[src/rtl/pipe_skid_reg_pkg.sv]
// rtl/pipe_skid_reg_pkg.sv - shared occupancy encoding and EX/MEM payload layout
//
// Purpose: state encoding for the two-entry skid register and the bit layout
// of the EX/MEM bundle it carries by default (LSB first):
//   rd_addr[4:0], rs2_data[36:5], alu_result[68:37], reg_write[69],
//   mem_write[70], mem_read[71], mem_to_reg[73:72].
// The top five bits are the side-effect controls that must read as zero
// whenever the stage holds a bubble.
package pipe_skid_reg_pkg;

    typedef enum logic [1:0] {
        ST_EMPTY = 2'd0,
        ST_ONE   = 2'd1,
        ST_TWO   = 2'd2
    } skid_state_t;

    localparam int EXMEM_W          = 74;
    localparam int EXMEM_CTRL_W     = 5;

    localparam int RD_ADDR_LSB      = 0;
    localparam int RD_ADDR_W        = 5;
    localparam int RS2_DATA_LSB     = 5;
    localparam int RS2_DATA_W       = 32;
    localparam int ALU_RESULT_LSB   = 37;
    localparam int ALU_RESULT_W     = 32;
    localparam int REG_WRITE_LSB    = 69;
    localparam int REG_WRITE_W      = 1;
    localparam int MEM_WRITE_LSB    = 70;
    localparam int MEM_WRITE_W      = 1;
    localparam int MEM_READ_LSB     = 71;
    localparam int MEM_READ_W       = 1;
    localparam int MEM_TO_REG_LSB   = 72;
    localparam int MEM_TO_REG_W     = 2;

endpackage

[src/rtl/pipe_skid_reg.sv]
// rtl/pipe_skid_reg.sv - two-entry skid register replacing the EX/MEM latch
//
// Purpose: registered-ready pipeline stage. Main entry drives out_data, the
// skid entry absorbs the one payload that can arrive while downstream stalls,
// so in_ready never depends combinationally on out_ready.
//
// Ports:
//   clk        rising-edge clock
//   rst        asynchronous active-high reset
//   flush      synchronous kill of all held entries (hazard unit)
//   in_valid   upstream payload valid
//   in_ready   stage can accept this cycle (registered)
//   in_data    upstream payload, DATA_W bits
//   out_valid  out_data valid (decoded from state)
//   out_ready  downstream accepts this cycle
//   out_data   payload to next stage, DATA_W bits
//   stall_cnt  saturating count of out_valid & ~out_ready cycles
module pipe_skid_reg #(
    parameter int DATA_W = 74,
    parameter int CTRL_W = 5,
    parameter int CNT_W  = 16
) (
    input  logic              clk,
    input  logic              rst,
    input  logic              flush,
    input  logic              in_valid,
    output logic              in_ready,
    input  logic [DATA_W-1:0] in_data,
    output logic              out_valid,
    input  logic              out_ready,
    output logic [DATA_W-1:0] out_data,
    output logic [CNT_W-1:0]  stall_cnt
);

    import pipe_skid_reg_pkg::*;

    // Ones in the top CTRL_W bit positions; all-zero when CTRL_W is 0.
    localparam logic [DATA_W-1:0] CTRL_MASK = ~({DATA_W{1'b1}} >> CTRL_W);

    skid_state_t       r_state;
    skid_state_t       w_next_state;
    logic [DATA_W-1:0] r_main;
    logic [DATA_W-1:0] r_skid;
    logic              r_in_ready;
    logic [CNT_W-1:0]  r_stall_cnt;
    logic              w_accept;
    logic              w_send;

    assign out_valid = (r_state != ST_EMPTY);
    assign in_ready  = r_in_ready;
    assign out_data  = r_main;
    assign stall_cnt = r_stall_cnt;

    assign w_accept  = in_valid & r_in_ready;
    assign w_send    = out_valid & out_ready;

    always_ff @(posedge clk or posedge rst) begin
        if (rst) begin
            r_state    <= ST_EMPTY;
            r_in_ready <= 1'b1;
        end else begin
            r_state    <= w_next_state;
            // Ready is a pure function of the next occupancy, hence registered.
            r_in_ready <= (w_next_state != ST_TWO);
        end
    end

    always_comb begin
        w_next_state = r_state;
        if (flush) begin
            w_next_state = ST_EMPTY;
        end else begin
            case (r_state)
                ST_EMPTY: if (w_accept) w_next_state = ST_ONE;
                ST_ONE: begin
                    if (w_accept && !w_send)      w_next_state = ST_TWO;
                    else if (!w_accept && w_send) w_next_state = ST_EMPTY;
                end
                ST_TWO:   if (w_send) w_next_state = ST_ONE;
                default:  w_next_state = ST_EMPTY;
            endcase
        end
    end

    // Whenever the stage goes empty the control bits of main are cleared so a
    // bubble can never trigger a memory or register-file side effect.
    always_ff @(posedge clk or posedge rst) begin
        if (rst) begin
            r_main <= '0;
            r_skid <= '0;
        end else if (flush) begin
            r_main <= r_main & ~CTRL_MASK;
            r_skid <= r_skid & ~CTRL_MASK;
        end else begin
            case (r_state)
                ST_EMPTY: if (w_accept) r_main <= in_data;
                ST_ONE: begin
                    if (w_accept && w_send) r_main <= in_data;
                    else if (w_accept)      r_skid <= in_data;
                    else if (w_send)        r_main <= r_main & ~CTRL_MASK;
                end
                ST_TWO:   if (w_send) r_main <= r_skid;
                default:  ;
            endcase
        end
    end

    // Counts regardless of flush so the hazard unit sees true stall pressure.
    always_ff @(posedge clk or posedge rst) begin
        if (rst) begin
            r_stall_cnt <= '0;
        end else if (out_valid && !out_ready && (r_stall_cnt != {CNT_W{1'b1}})) begin
            r_stall_cnt <= r_stall_cnt + 1'b1;
        end
    end

endmodule

[config.mk]
export PLATFORM = sky130hd
export DESIGN_NAME = pipe_skid_reg
export DESIGN_NICKNAME = d
export VERILOG_FILES = /design/src/rtl/pipe_skid_reg_pkg.sv /design/src/rtl/pipe_skid_reg.sv
export SDC_FILE = /design/constraint.sdc
export NUM_CORES = 1
export LEC_CHECK = 0
export CORE_ASPECT_RATIO = 0.7
export CORE_UTILIZATION = 45
export CTS_CLUSTER_DIAMETER = 100
export DETAILED_ROUTE_END_ITERATION = 10
export PLACE_DENSITY = 0.78
export SLEW_MARGIN = 20
export SYNTH_ARGS = -nofsm -noshare
export SYNTH_HDL_FRONTEND = slang
export SYNTH_SLANG_ARGS = --single-unit
[constraint.sdc]
create_clock -name clk -period 6 [get_ports clk]
set_input_delay 0.6 -clock clk [delete_from_list [all_inputs] [get_ports clk]]
set_output_delay 0.6 -clock clk [all_outputs]
set_load 0.03 [all_outputs]
# [Word level (Yosys, flattened, before mapping)]
# Cells that the tools add are included.
[word_totals] reg_bits=167 inputBits=79 out_inout_bits=92 elab_cells=59
[op_classes] add_sub_neg=1 n_eq_ne=12 mux=17 n_bitwise=4 reduce_logical=18
[ops] operator="$mux 74" n=10
[ops] operator="$pmux 74 s3" n=1
[ops] operator="$add 16x1->16 const B" n=1
[ops] operator="$ne 16x16->1 const B" n=1
[ops] operator="$mux 2" n=5
[ops] operator="$ne 2x2->1 const B" n=5
[ops] operator="$reduce_and 5->1" n=2
[ops] operator="$ne 4x4->1 const B" n=2
[ops] operator="$ne 3x3->1 const B" n=2
[ops] operator="$pmux 2 s3" n=1
[ops] operator="$reduce_bool 2->1" n=3
[ops] operator="$logic_and 1x1->1" n=5
[ops] operator="$reduce_and 4->1" n=1
[ops] operator="$reduce_bool 4->1" n=1
[ops] operator="$logic_not 1->1" n=3
[ops] operator="$reduce_and 3->1" n=1
[ops] operator="$reduce_bool 3->1" n=1
[ops] operator="$and 1x1->1" n=2
[ops] operator="$eq 2x1->1 const B" n=1
[ops] operator="$eq 2x2->1 const B" n=1
[ops] operator="$logic_not 2->1" n=1
[ops] operator="$not 1->1" n=2

# [Depth between registers and ports, before layout]
# Gate-level depths: netlist of the first run.
[depth] ltp_word=8 depth_mapped=10

# [Least setup slack after synthesis of the first run]
# Ideal clock, no wire load.
[synth_path] path_kind="register to register" start="register r_state[0]" end="register r_skid[0]" arrival_time_ns=1.989 t_required_ns=5.873 setup_slack_ns=3.884 path_stages_with_launch=10 path_buffers=3 period_less_slack_ns=2.116 path_cell_list="dfrtp_1 inv_1 ha_1 inv_2 a21oi_4 and2b_1 buf_4 buf_6 buf_8 mux2_1"
[synth_between] elab_chain_cells=5 elab_cells_between_ends=6
[synth_lines] item="from (decl)" line="pipe_skid_reg.sv:40" source="skid_state_t r_state;"
[synth_lines] item="from (signal assigned)" line="pipe_skid_reg.sv:62" source="r_state <= w_next_state;"
[synth_lines] item="$reduce_bool 2->1" line="pipe_skid_reg.sv:49" source="assign out_valid = (r_state != ST_EMPTY);"
[synth_lines] item="net out_valid" line="pipe_skid_reg.sv:29" source="output logic out_valid,"
[synth_lines] item="$and 1x1->1" line="pipe_skid_reg.sv:55" source="assign w_send = out_valid & out_ready;"
[synth_lines] item="$logic_and 1x1->1" line="pipe_skid_reg.sv:98" source="if (w_accept && w_send) r_main <= in_data;"
[synth_lines] item="$not 1->1 (no source line)"
[synth_lines] item="$reduce_and 4->1 (no source line)"
[synth_lines] item="to (signal assigned)" line="pipe_skid_reg.sv:93" source="r_skid <= r_skid & ~CTRL_MASK;"
[synth_lines] item="to (signal assigned)" line="pipe_skid_reg.sv:99" source="else if (w_accept) r_skid <= in_data;"
[synth_lines] item="to (decl)" line="pipe_skid_reg.sv:43" source="logic [DATA_W-1:0] r_skid;"
# The timed path passes the listed nets, and every way through them passes these cells.
# A chain may end at the register's enable or synchronous reset.

# [Final worst setup path of the first run]
[layout_path] start="register r_state[0]" end="register r_skid[50]"
[layout_between] elab_chain_cells=5 elab_cells_between_ends=6
[layout_lines] item="$reduce_bool 2->1" line="pipe_skid_reg.sv:49"
[layout_lines] item="$and 1x1->1" line="pipe_skid_reg.sv:55"
[layout_lines] item="$logic_and 1x1->1" line="pipe_skid_reg.sv:98"
[layout_lines] item="$not 1->1 (no source line)"
[layout_lines] item="$reduce_and 4->1 (no source line) (*)"
# Every way passes the cells marked *; elsewhere a longest branch is shown, timed or not.

==> results of run 1 <==
## how the worst max path moves through the flow
stage,start,to,slack (ns),depth (start not counted)
after global placement,in_valid,r_skid[52],2.67,7
after detailed placement,in_valid,r_skid[50],2.57,7
after floorplan,rst,out_data[0],0.88,1
after global routing,r_state[1],r_skid[50],2.78,7
final,r_state[0],r_skid[50],2.94,7
after CTS,r_state[0],r_skid[50],2.96,7
## state kept, by name, summed over array words and instances, names as in the netlist
register and count:
stall_cnt 16, in_ready 1, r_skid 74, out_data 74, r_state 2
## cell families after synthesis
logic type / Yosys count / share of synthesized area
XOR/XNOR: 15 / 0.0186
AO/OA/AOI/OAI: 160 / 0.148
flip-flops: 167 / 0.593
multiplexers: 75 / 0.119
adder cells (fa/ha/maj): 5 / 0.00888
AND/OR/NAND/NOR: 125 / 0.0781
buffers and inverters: 46 / 0.0343
## per-stage QoR
| step | std cells | hold slack (ns) | setup WS (ns) |
|---|---|---|---|
| floorplan | 593 | 0.459 | 0.883 |
| global placement | 923 | 0.463 | 2.67 |
| detailed placement | 923 | 0.474 | 2.57 |
| CTS | 955 | 0.489 | 2.96 |
| global route | 955 | 0.503 | 2.78 |
| finish | 956 | 0.482 | 2.94 |
## worst reg2reg max path: stages (launching register included)
cell and delay [ns]:
dfrtp_1 0.43, inv_1 0.14, ha_1 0.32, inv_2 0.11, a21oi_4 0.28, and2b_2 0.64, buf_4 0.59, mux2_2 0.44
## layout make-up
type,count,area (um2),share of cell area
multi-input combinational,380,2650,0.281
clock buffer,24,482,0.0511
tap,195,244,0.0259
sequential,167,4180,0.443
antenna,1,2.50,0.000265
inverter,5,26.3,0.00279
timing repair buffer,176,1750,0.185
clock inverter,8,96.3,0.0102
## report_power, final
group,internal (mW),total (mW),switching (mW)
clock network,0.645,1.06,0.419
logic,0.614,1.35,0.738
registers,1.52,1.77,0.249
total,2.78,4.19,1.41
## cells in the final DEF, fill, tap and decap left out, drive strengths merged, types with 5 or more instances in the layout
cell,instances
a21oi,5
nand3,5
a221oi,5
a22oi,69
clkbuf,24
clkinv,5
nand4,6
dfrtp,166
mux2i,5
inv,5
mux2,70
buf,6
nor2,14
xnor2,11
nor3,11
clkdlybuf4s50,170
ha,5
nand2,77
o21ai,73
## routing by layer
layer,global-route usage,share of wire
met1,0.299,0.46
met2,0.319,0.45
met3,0.0621,0.069
met4,0.0736,0.014
met5,0,0.00072
==> results.sh, run 1 <==
export IMPL_die_area_um2=16200
export IMPL_fin_skew_ns=0.00882
export IMPL_yosysTopAreaCellShare=0.590
export IMPL_grt_max_degree=118
export IMPL_dpl_cell_area_um2=8840
export IMPL_dr_total_vias=5232
export IMPL_rr_worst_depth=7
export IMPL_synth_edf_count=0
export IMPL_rsz0062_at_grt="no"
export IMPL_crit_chain="inv_1, ha_1, inv_2, a21oi_4, and2b_2, buf_4, mux2_2"
export IMPL_place_gp_congestion=0.806
export IMPL_hold_depth=2
export IMPL_max_cap_violations=0
export IMPL_start_kind="flop"
export IMPL_peakVddDrop_uv=220
export IMPL_status="complete, no violations"
export IMPL_synth_seq_cells=167
export IMPL_ctsResizeCount=0
export IMPL_finalCriticalPeriod_ns=3.06
export IMPL_postCtsSetupBuffers=0
export IMPL_power_total_mw=4.19
export IMPL_avgRoutedWirePerCell_um=17.4
export IMPL_ys_flop_type="dfrtp_1"
export IMPL_r2r_start="r_state[0]"
export IMPL_clkLatencyLatePin_ns=0.41
export IMPL_numCtsBuffers=17
export IMPL_cp_max_fo=40
export IMPL_maxSlewHeadroom=0.403
export IMPL_viasPerCell=5.47
export IMPL_cts_sinks=167
export IMPL_netlist_top_cells_count="dfrtp_1, nand2_1, a22oi_1"
export IMPL_post_route_period_util=0.511
export IMPL_worstMarginPinSlew_ns=0.892
export IMPL_fp_row_count=37
export IMPL_grt_pass1_wl_mm=26.5
export IMPL_final_area_um2=9430
export IMPL_die_w_um=152
export IMPL_syn_to_final_growth_pct=33.8
export IMPL_slew_viol_final=0
export IMPL_final_nets=831
export IMPL_core_area_um2=15000
export IMPL_drt_pass1_iterations=5
export IMPL_synth_most_common_cell="dfrtp_1"
export IMPL_fin_util=0.628
export IMPL_dpl_hpwl_mm=11.2
export IMPL_critPathMaxStageDelay_ns=0.64
export IMPL_drtAntennaViolNets=0
export IMPL_grt_ovfl_total=0
export IMPL_p_leak_nw=4.04
export IMPL_portBuffers=170
export IMPL_synth_area_um2=7050
export IMPL_yosys_warnings=0
export IMPL_routed_wl_mm=16.7
export IMPL_cp_arrival_ns=3.35
export IMPL_ys_async_sr_fraction=1.00
export IMPL_io_pin_count=171
export IMPL_synth_top_area_cell="dfrtp_1"
export IMPL_antenna_found_initial=2
export IMPL_ys_seq_area_frac=0.593
export IMPL_cts_path_max_buffers=2
export IMPL_synthTopCellsByArea="dfrtp_1, mux2_2, a22oi_1"
export IMPL_synth_area_per_cell_um2=11.9
export IMPL_critical_path_slowest_cell="and2b_2"
export IMPL_hold_path_class="reg -> reg"
export IMPL_cellPowerDensity_nw_per_um2=444
export IMPL_tns_ns=0
export IMPL_cts_tree="done"
export IMPL_worstSetupPathType="reg -> reg"
export IMPL_hp_start="out_data[57]"
export IMPL_drt_iter0_markers=318
export IMPL_required_ns=6.29
export IMPL_holdPathEnd="out_data[57]"
export IMPL_synth_cell_types=45
export IMPL_start_util=0.470
export IMPL_drc=0
export IMPL_htreeDepth=4
export IMPL_grt_pass1_vias=5268
export IMPL_endpoint_kind="flop"
export IMPL_r2r_slack_ns=2.94
export IMPL_postSynthCellCount=593
export IMPL_n_fill_cell=1148
export IMPL_crit_buf_inv=3
export IMPL_setup_viol=0
export IMPL_path_delay_family="buffers and inverters"
export IMPL_track_usage=0.214
export IMPL_clkTransAtPathRegs_ns=0.06
export IMPL_die_h_um=107
export IMPL_ctsHoldBuffers=0
export IMPL_rr_endpoint="r_skid[50]"
export IMPL_syn_nets=677
export IMPL_cts_root_buf="clkbuf_16"
export IMPL_finalHoldViolations=0
export IMPL_clock_fmax_mhz=326
export IMPL_layout_drive_gt1_share=0.142
No activity file was read; power rests on OpenSTA's default activity.
==> inputs of run 2 (changes only) <==
==> constraint.sdc (replaced) <==
create_clock -name clk -period 3.1 [get_ports clk]
set_input_delay 0.31 -clock clk [delete_from_list [all_inputs] [get_ports clk]]
set_output_delay 0.31 -clock clk [all_outputs]
set_load 0.03 [all_outputs]
==> run 2 against run 1 <==
Non-clock buffer count is 5 higher. Sequential share of layout area is 0.20 points lower. First-iteration DRC count is 6.9% lower. Die area stayed put. Sequential cell count stayed put. Clock power is 84% higher. Utilization is 0.28 points higher.
==> results.sh, run 2 (synthesis gave the netlist of run 1 again) <==
export IMPL_switchingPower_mw=2.69
export IMPL_clkTransAtPathRegs_ns=0.06
export IMPL_viasPerCell=5.46
export IMPL_die_w_um=152
export IMPL_drc=0
export IMPL_portBuffers=170
export IMPL_routed_wl_mm=16.7
export IMPL_drtAntennaViolNets=0
export IMPL_dr_total_vias=5232
export IMPL_rsz0062_at_grt="no"
export IMPL_whs_ns=0.343
export IMPL_internal_power_mw=5.31
export IMPL_antenna_found_initial=2
export IMPL_clock_fmax_mhz=421
export IMPL_place_gp_congestion=0.852
export IMPL_grt_ovfl_total=0
export IMPL_status="complete, no violations"
export IMPL_grt_pass1_vias=5430
export IMPL_htreeDepth=4
export IMPL_maxSlewHeadroom=0.560
export IMPL_crit_chain="inv_1, ha_1, inv_2, clkdlybuf4s50_1"
export IMPL_seqPwrFrac=0.428
export IMPL_tns_ns=0
export IMPL_mostFrequentLayoutCells="clkdlybuf4s50_1, dfrtp_1, nand2_1"
export IMPL_drt_iter0_markers=296
export IMPL_n_fill_cell=1154
export IMPL_fp_row_count=37
export IMPL_numCtsBuffers=17
export IMPL_core_area_um2=15000
export IMPL_ctsResizeCount=0
export IMPL_grt_pass1_wl_mm=27.2
export IMPL_drt_pass1_iterations=4
export IMPL_cts_tree="done"
export IMPL_diodes=0
export IMPL_worstSetupPathType="reg -> out"
export IMPL_start_util=0.470
export IMPL_setup_viol=0
export IMPL_critical_path_slowest_cell="clkdlybuf4s50_1"
export IMPL_final_area_um2=9470
export IMPL_hold_path_class="in -> async"
export IMPL_cp_arrival_ns=2.06
export IMPL_layout_drive_gt1_share=0.140
export IMPL_ctsHoldBuffers=0
export IMPL_final_nets=836
export IMPL_cp_max_fo=8
export IMPL_required_ns=2.79
export IMPL_worstMarginPinSlew_ns=0.661
export IMPL_clkPwrFrac=0.243
export IMPL_syn_to_final_growth_pct=34.4
export IMPL_layout_commonest_cell="clkdlybuf4s50_1"
export IMPL_avgRoutedWirePerCell_um=17.4
export IMPL_die_h_um=107
export IMPL_cts_path_max_buffers=2
export IMPL_endpoint_kind="output pin"
export IMPL_critPathMaxStageDelay_ns=0.70
export IMPL_postCtsSetupBuffers=0
export IMPL_peakVddDrop_uv=435
export IMPL_power_total_mw=8.00
export IMPL_dpl_hpwl_mm=11.3
export IMPL_finalHoldViolations=0
export IMPL_die_area_um2=16200
export IMPL_slew_viol_final=0
export IMPL_cts_root_buf="clkbuf_16"
export IMPL_p_leak_nw=4.05
export IMPL_max_cap_violations=0
export IMPL_sw_frac_of_total=0.336
export IMPL_multi_input_area_um2=2650
export IMPL_post_route_period_util=0.766
export IMPL_start_kind="flop"
export IMPL_ff_latch_area_um2=4180
export IMPL_io_pin_count=171
export IMPL_finalCriticalPeriod_ns=2.37
export IMPL_dpl_cell_area_um2=8930
export IMPL_cellPowerDensity_nw_per_um2=845
export IMPL_fin_skew_ns=0.00620
export IMPL_fin_util=0.631
export IMPL_grt_max_degree=139
export IMPL_pwr_share_comb=0.329
export IMPL_track_usage=0.220
export IMPL_clkLatencyLatePin_ns=0.42
export IMPL_cts_sinks=167
run 2: cell count changes in the layout (fill, tap and decap cells not counted):
cell       change
clkbuf_1       +5
buf_12         +4
clkinv_2       -4
buf_4          +1
bufinv_16      -1
diode_2        -1
inv_8          -1
run 2: power groups by stage:
stage	combinational (mW)	sequential, mW	clock, mW
6_report	2.63	3.43	1.95
5_1_grt	2.83	3.52	2.11
4_1_cts	2.66	3.42	2.00
3_5_place_dp	2.65	3.44	0
3_3_place_gp	2.55	3.39	0
2_1_floorplan	0.932	4.01	0
run 2: per-stage QoR:
step                      setup slack, ns  cells
after floorplan                     0.664    593
after global placement              0.776    928
after detailed placement            0.726    928
after CTS                           0.704    959
after global routing                0.572    959
final                               0.727    959
run 2: layout make-up:
class / instances / share of cell area
Sequential cell: 167 / 0.441
Multi-Input combinational cell: 380 / 0.280
Timing Repair Buffer: 181 / 0.194
Clock buffer: 29 / 0.0529
Tap cell: 195 / 0.0258
Clock inverter: 2 / 0.00410
Inverter: 5 / 0.00238
run 2: metal layers:
layer	routed length (um)	vias to the layer above	global-route usage	share of wire
met5	31	-	0	0.0019
met4	231	4	0.0714	0.014
met3	1240	28	0.0668	0.074
met2	7840	170	0.343	0.47
met1	7360	2580	0.293	0.44
li1	-	2450	-	-
run 2: path summary, 6_finish.rpt:
path                              start      endpoint  slack, ns  cells after the start
min in group clk           out_data[20]  out_data[20]       0.48                      2
hold / removal                      rst  out_data[66]       0.34                      2
max in group asynchronous           rst      in_ready       1.98                      3
setup reg to reg             r_state[0]  out_data[72]       0.74                      7
hold reg to reg            out_data[20]  out_data[20]       0.48                      2
setup / recovery             r_state[0]     out_valid       0.73                      4
run 2: worst max-delay path, delay by kind of cell (launching register included):
| kind | cells | cell delay [ns] |
|---|---|---|
| buffers and inverters | 3 | 0.93 |
| DFF | 1 | 0.41 |
| adders and majority gates | 1 | 0.31 |
